$ cat config.mk
export PLATFORM = sky130hd
export DESIGN_NAME = audio_out_feeder_flat
export DESIGN_NICKNAME = d
export VERILOG_FILES = /design/src/rtl/audio_out_feeder_if.sv /design/src/rtl/audio_out_feeder.sv /design/src/flat_wrapper.sv
export SDC_FILE = /design/constraint.sdc
export NUM_CORES = 1
export LEC_CHECK = 0
export CORE_ASPECT_RATIO = 1.75
export CORE_MARGIN = 1
export CORE_UTILIZATION = 30
export CTS_BUF_LIST = sky130_fd_sc_hd__clkbuf_8 sky130_fd_sc_hd__clkbuf_16
export DETAILED_ROUTE_END_ITERATION = 16
export PLACE_DENSITY = 0.47
export SETUP_SLACK_MARGIN = 0.5
export SYNTH_ARGS = -nofsm -noshare
export SYNTH_HDL_FRONTEND = slang
export SYNTH_SLANG_ARGS = --single-unit
$ cat constraint.sdc
create_clock -name CLOCK_50 -period 8.35 [get_ports CLOCK_50]
set_input_delay 1.67 -clock CLOCK_50 [delete_from_list [all_inputs] [get_ports CLOCK_50]]
set_output_delay 1.67 -clock CLOCK_50 [all_outputs]
set_load 0.05 [all_outputs]
$ cat src/rtl/audio_out_feeder_if.sv
// Codec-side bundle of the audio output feeder: the synthesizer sample in,
// the codec write port out, and the status outputs.
interface audio_out_feeder_if #(
  parameter int AW = 3
);
  logic signed [31:0] sound;
  logic               mute;
  logic               audio_out_allowed;
  logic               clear_flags;
  logic               write_audio_out;
  logic signed [31:0] left_channel_audio_out;
  logic signed [31:0] right_channel_audio_out;
  logic [AW:0]        fill_level;
  logic               overflow;

  // Feeder side: consumes the sample and handshake, drives the codec write.
  modport master (
    input  sound,
    input  mute,
    input  audio_out_allowed,
    input  clear_flags,
    output write_audio_out,
    output left_channel_audio_out,
    output right_channel_audio_out,
    output fill_level,
    output overflow
  );

  // Environment side: synthesizer and codec.
  modport slave (
    output sound,
    output mute,
    output audio_out_allowed,
    output clear_flags,
    input  write_audio_out,
    input  left_channel_audio_out,
    input  right_channel_audio_out,
    input  fill_level,
    input  overflow
  );
endinterface

$ cat src/rtl/audio_out_feeder.sv
// Samples the synthesizer word at the codec rate, buffers it in a small FIFO
// and writes each sample to both codec channels under the codec's
// space-available handshake. Dropped samples raise a sticky overflow flag.
module audio_out_feeder #(
  parameter int DIV   = 1042,
  parameter int DEPTH = 8,
  parameter int AW    = 3
) (
  input  logic               CLOCK_50,
  input  logic               resetn,
  audio_out_feeder_if.master aif
);

  localparam int DATA_W = 32;
  localparam int CW     = $clog2(DIV);

  typedef enum logic [1:0] {
    IDLE  = 2'd0,
    WRITE = 2'd1,
    HOLD  = 2'd2
  } state_t;

  state_t                    state_q;
  state_t                    state_d;
  logic [CW-1:0]             tick_cnt;
  logic                      tick;
  logic signed [DATA_W-1:0]  mem [DEPTH];
  logic [AW-1:0]             wr_ptr;
  logic [AW-1:0]             rd_ptr;
  logic [AW:0]               fill;
  logic                      pop;
  logic                      push_ok;
  logic                      drop;
  logic signed [DATA_W-1:0]  sample_p0;
  logic signed [DATA_W-1:0]  chan_p1;
  logic                      wr_p1;
  logic                      ovf_q;

  assign tick      = (tick_cnt == CW'(DIV - 1));
  assign sample_p0 = aif.mute ? '0 : aif.sound;
  // A full FIFO still takes the sample when the head leaves on the same edge.
  assign push_ok   = tick & ((fill < (AW + 1)'(DEPTH)) | pop);
  assign drop      = tick & ~push_ok;

  // Free-running sample-rate divider.
  always_ff @(posedge CLOCK_50 or negedge resetn) begin
    if (!resetn) begin
      tick_cnt <= '0;
    end else if (tick) begin
      tick_cnt <= '0;
    end else begin
      tick_cnt <= tick_cnt + 1'b1;
    end
  end

  // Sample storage; contents are meaningless until the pointers cover them.
  always_ff @(posedge CLOCK_50) begin
    if (push_ok) begin
      mem[wr_ptr] <= sample_p0;
    end
  end

  // FIFO pointers and occupancy; pointers wrap naturally at DEPTH.
  always_ff @(posedge CLOCK_50 or negedge resetn) begin
    if (!resetn) begin
      wr_ptr <= '0;
      rd_ptr <= '0;
      fill   <= '0;
    end else begin
      if (push_ok) wr_ptr <= wr_ptr + 1'b1;
      if (pop)     rd_ptr <= rd_ptr + 1'b1;
      case ({push_ok, pop})
        2'b10:   fill <= fill + 1'b1;
        2'b01:   fill <= fill - 1'b1;
        default: fill <= fill;
      endcase
    end
  end

  // Drain FSM state register.
  always_ff @(posedge CLOCK_50 or negedge resetn) begin
    if (!resetn) begin
      state_q <= IDLE;
    end else begin
      state_q <= state_d;
    end
  end

  // Drain FSM next state; the codec handshake is only looked at in IDLE, and
  // HOLD gives the codec a cycle to update its space signal after a write.
  always_comb begin
    state_d = state_q;
    pop     = 1'b0;
    case (state_q)
      IDLE: begin
        if ((fill != '0) && aif.audio_out_allowed) begin
          pop     = 1'b1;
          state_d = WRITE;
        end
      end
      WRITE:   state_d = HOLD;
      HOLD:    state_d = IDLE;
      default: state_d = IDLE;
    endcase
  end

  // Codec write port: strobe for one cycle, channel data held until next write.
  always_ff @(posedge CLOCK_50 or negedge resetn) begin
    if (!resetn) begin
      wr_p1   <= 1'b0;
      chan_p1 <= '0;
    end else begin
      wr_p1 <= pop;
      if (pop) begin
        chan_p1 <= mem[rd_ptr];
      end
    end
  end

  // Sticky drop flag; a drop on the clearing edge keeps it set.
  always_ff @(posedge CLOCK_50 or negedge resetn) begin
    if (!resetn) begin
      ovf_q <= 1'b0;
    end else if (drop) begin
      ovf_q <= 1'b1;
    end else if (aif.clear_flags) begin
      ovf_q <= 1'b0;
    end
  end

  assign aif.write_audio_out         = wr_p1;
  assign aif.left_channel_audio_out  = chan_p1;
  assign aif.right_channel_audio_out = chan_p1;
  assign aif.fill_level              = fill;
  assign aif.overflow                = ovf_q;

endmodule
$ cat src/flat_wrapper.sv
// flat-port wrapper written by rule: the top's interface ports become plain ports
module audio_out_feeder_flat 
#(
  parameter int DIV   = 1042,
  parameter int DEPTH = 8,
  parameter int AW    = 3
)
  (CLOCK_50, resetn, aif_sound, aif_mute, aif_audio_out_allowed, aif_clear_flags, aif_write_audio_out, aif_left_channel_audio_out, aif_right_channel_audio_out, aif_fill_level, aif_overflow);
  audio_out_feeder_if #(.AW(AW)) aif_i ();
  input  logic CLOCK_50;
  input  logic resetn;
  input wire logic [$bits(aif_i.sound)-1:0] aif_sound;
  input wire logic [$bits(aif_i.mute)-1:0] aif_mute;
  input wire logic [$bits(aif_i.audio_out_allowed)-1:0] aif_audio_out_allowed;
  input wire logic [$bits(aif_i.clear_flags)-1:0] aif_clear_flags;
  output wire logic [$bits(aif_i.write_audio_out)-1:0] aif_write_audio_out;
  output wire logic [$bits(aif_i.left_channel_audio_out)-1:0] aif_left_channel_audio_out;
  output wire logic [$bits(aif_i.right_channel_audio_out)-1:0] aif_right_channel_audio_out;
  output wire logic [$bits(aif_i.fill_level)-1:0] aif_fill_level;
  output wire logic [$bits(aif_i.overflow)-1:0] aif_overflow;
  assign aif_i.sound = aif_sound;
  assign aif_i.mute = aif_mute;
  assign aif_i.audio_out_allowed = aif_audio_out_allowed;
  assign aif_i.clear_flags = aif_clear_flags;
  assign aif_write_audio_out = aif_i.write_audio_out;
  assign aif_left_channel_audio_out = aif_i.left_channel_audio_out;
  assign aif_right_channel_audio_out = aif_i.right_channel_audio_out;
  assign aif_fill_level = aif_i.fill_level;
  assign aif_overflow = aif_i.overflow;
  audio_out_feeder #(.DIV(DIV), .DEPTH(DEPTH), .AW(AW)) u_core (.CLOCK_50(CLOCK_50), .resetn(resetn), .aif(aif_i));
endmodule
==> results.rst <==
.. list-table::
   :header-rows: 1

   * - Metric
     - Value
   * - Synthesized cell area
     - 12400 sq um
   * - Critical path class
     - in -> reg
   * - Effective utilization at floorplan
     - 30.4%
   * - Number of nets with antenna violations after routing
     - 0
   * - Post_cts resized
     - 0
   * - Multi-input combinational cell area
     - 2880 sq um
   * - First DRT Iteration DRCs
     - 305
   * - Routed via count
     - 5926
   * - Layout fillers
     - 3829
   * - Worst setup EP type
     - register
   * - CTS tree
     - yes
   * - Post-CTS Setup Repair Bufs
     - 0
   * - Setup repair after global routing missed its margin
     - no
   * - Number of placement rows
     - 98
   * - Number of H-tree branching levels
     - 1
   * - Average footprint of a synthesized cell
     - 19.0 sq um
   * - Crit-path most repeated cell
     - xor2_1
   * - Drt wl/cell
     - 19.4 microns
   * - Clk_lat worst skew
     - 0.56 ns
   * - Critical path data arrival time
     - 4.49 ns
   * - Ys Warns
     - 0
   * - First-pass GRT wire length
     - 39200 microns
   * - Slowest stage cell, crit path
     - buf_4
   * - Gr ovfl total
     - 0
   * - Diode insertion count for antenna repair
     - 0
   * - Time the final worst path needs with I/O delays and setup
     - 4.06 ns
   * - Number of antenna violations at the first check in global routing
     - 0
   * - Peak clock frequency supported by timing
     - 0.246 GHz
   * - Total wirelength of the detailed-routed design
     - 25400 microns
   * - Post-synthesis to final-layout area growth
     - 19.6%
   * - Number of buffer cells added on primary ports
     - 106
   * - GP Congestion
     - 0.689
   * - Syn nets
     - 694
   * - Die height
     - 271 microns
   * - Worst-case setup slack after placement
     - 3.72 ns
   * - Total Die Area
     - 42100 sq um
   * - Most common cell after layout, fill and taps aside
     - edfxtp_1
   * - TritonCTS sink count
     - 313
   * - Number of synthesized register bits
     - 313
   * - Worst setup skew after layout
     - 0.0122 ns
   * - Max incr delay on CP
     - 0.63 ns
   * - Final number of setup-violating endpoints
     - 0
   * - Horizontal die dimension
     - 156 microns
   * - Number of cells produced by synthesis
     - 650
   * - Post-route clock period utilization
     - 48.6%
   * - Final total power
     - 4.69 mW
   * - Setup TNS Final
     - 0 ns
   * - Post-route non-filler standard cell count
     - 1307
   * - Number of CTS-inserted buffers
     - 28
   * - Placed instance count
     - 1255
   * - Sequential share of the synthesized area
     - 73.6%
   * - Hold Worst Slack
     - 0.435 ns
   * - Slew HR
     - 32.1%
   * - Clk buf depth
     - 3
   * - Post-route worst setup slack
     - 4.29 ns
   * - IO Pins
     - 107
   * - Nets@finish
     - 779
   * - Startpoint class of the critical path
     - input port
   * - Core ar.
     - 40700 sq um
   * - Largest net degree at the start of global routing
     - 71
   * - Max Slew Vio Count
     - 0
   * - Commonest non-fill, non-tap cells in the layout
     - 256 x edfxtp_1, 104 x clkdlybuf4s50_1, 64 x mux4_2
   * - Pwr per Cell Area
     - 317 nW/um^2
   * - Worst-path fanout max
     - 70
   * - Routed via count divided by cell count
     - 4.53
   * - Actual slew at the worst max-slew pin
     - 1.02 ns
   * - Fraction of layout cells with a size suffix above 1
     - 18.5%
   * - Distinct cells, synth
     - 32
   * - Crit path cell chain
     - clkdlybuf4s50_1, or3b_4, nor2_4, buf_4, ha_1, xor2_1, ha_1, a21oi_1, xor2_1, nor2_1, xor2_1
   * - DRC violations left
     - 0
   * - Number of failing hold endpoints at the final stage
     - 0
   * - Cell chosen for the clock root
     - clkbuf_16
   * - Reported max-cap violation count
     - 0
   * - Reported leakage power
     - 4.59 nW
   * - First drt pass iteration count
     - 4
   * - Outcome
     - finished clean
   * - Post-cts hold buffer count
     - 0
   * - Worst VDD drop
     - 0.175 mV
   * - GRT Total Usage
     - 12.5%
   * - Worst endpoint required time
     - 8.78 ns
   * - Clock edge transition at the registers on the reported setup and hold paths
     - 0.06 ns
   * - Number of global-route vias before repair
     - 6563
   * - Class of the worst hold path
     - reg -> reg
   * - Final HPWL from detailed placement
     - 14400 microns
   * - Flip-flop and latch area
     - 9130 sq um
==> cells by family after synthesis <==
kind of cell | Yosys count | share of synthesized area, %
simple gates | 113 | 4.76
compound gates | 37 | 1.53
xor+xnor | 17 | 1.20
flops | 313 | 73.6
mux | 100 | 14.6
fa+ha+maj | 7 | 0.708
buf+inv | 63 | 3.53
==> power breakdown <==
group | leakage [nW] | internal (mW) | switching (mW)
clock network | 0.505 | 0.780 | 0.563
logic | 1.44 | 0.585 | 0.747
registers | 2.64 | 1.77 | 0.245
==> layer usage <==
layer	vias up	wire, microns	GRT usage [%]
met3	36	796	1.49
met4	0	655	4.75
met2	120	13700	23.3
met1	3113	10200	14.5
met5	-	0	0
li1	2657	-	-
==> sequential cells by signal, summed over array words and instances (netlist names) <==
signal / flops
u_core.aif.fill_level: 4
u_core.state_q: 2
u_core.aif.write_audio_out: 1
u_core.tick_cnt: 11
u_core.rd_ptr: 3
u_core.aif.left_channel_audio_out: 32
u_core.mem: 256
u_core.aif.overflow: 1
u_core.wr_ptr: 3
==> cells in the mapped netlist <==
cell,count,area (sq um)
a211o_1,1,8.76
a21oi_1,34,170
and3_1,2,12.5
and4b_1,1,10.0
buf_2,16,80.1
buf_4,34,255
buf_6,7,78.8
clkbuf_1,4,15.0
dfrtp_1,57,1430
edfxtp_1,256,7690
ha_1,7,87.6
inv_1,2,7.51
mux2_2,3,33.8
mux2_4,1,15.0
mux2i_1,32,320
mux4_2,64,1440
nand2_1,6,22.5
nand2_4,1,11.3
nand2b_1,2,12.5
nand3_1,9,45.0
nand3b_1,1,7.51
nand4_1,1,6.26
nor2_1,47,176
nor2_4,1,11.3
nor2b_1,34,213
nor3_1,4,20.0
nor4_2,1,12.5
nor4b_1,2,17.5
o21ai_0,2,10.0
or3b_4,1,11.3
xnor2_1,8,70.1
xor2_1,9,78.8
==> area by class of cell <==
| type | count | share of cell area [%] |
|---|---|---|
| sequential | 313 | 61.7 |
| clock buffer | 32 | 5.18 |
| multi-input combinational | 274 | 19.5 |
| clock inverter | 20 | 1.34 |
| timing repair buffer | 116 | 7.63 |
| inverter | 2 | 0.0507 |
| tap | 550 | 4.65 |
==> worst max-delay path, delay by kind of cell <==
family	cells	cell delay, ns
buffers and inverters	2	1.08
xor gates and xnor gates	3	0.41
AOI/OAI and AO/OA	1	0.15
adders and majority gates	2	0.59
and+or+nand+nor	3	0.59
==> path summary, 6_finish.rpt <==
check                                            from                         end  slack (ns)  cells past startpoint
worst max-delay path            aif_audio_out_allowed    u_core.aif.fill_level[2]        4.29                     11
worst min-delay path                u_core.state_q[1]           u_core.state_q[1]        0.43                      1
worst max register to register      u_core.state_q[0]    u_core.aif.fill_level[2]        5.47                     10
worst min register to register      u_core.state_q[1]           u_core.state_q[1]        0.43                      1
max in group asynchronous                      resetn            u_core.rd_ptr[1]        6.48                      1
min in group asynchronous                      resetn  u_core.aif.write_audio_out        1.20                      1
==> metrics by stage <==
| stage | utilization [%] | cell area, sq um |
|---|---|---|
| 4_1_cts | 36.3 | 14800 |
| 6_report | 36.3 | 14800 |
| 2_1_floorplan | - | 12400 |
| 3_3_place_gp | 34.0 | 13800 |
| 3_5_place_dp | 34.0 | 13800 |
| 5_1_grt | 36.3 | 14800 |
No activity file was read; power rests on OpenSTA's default activity.
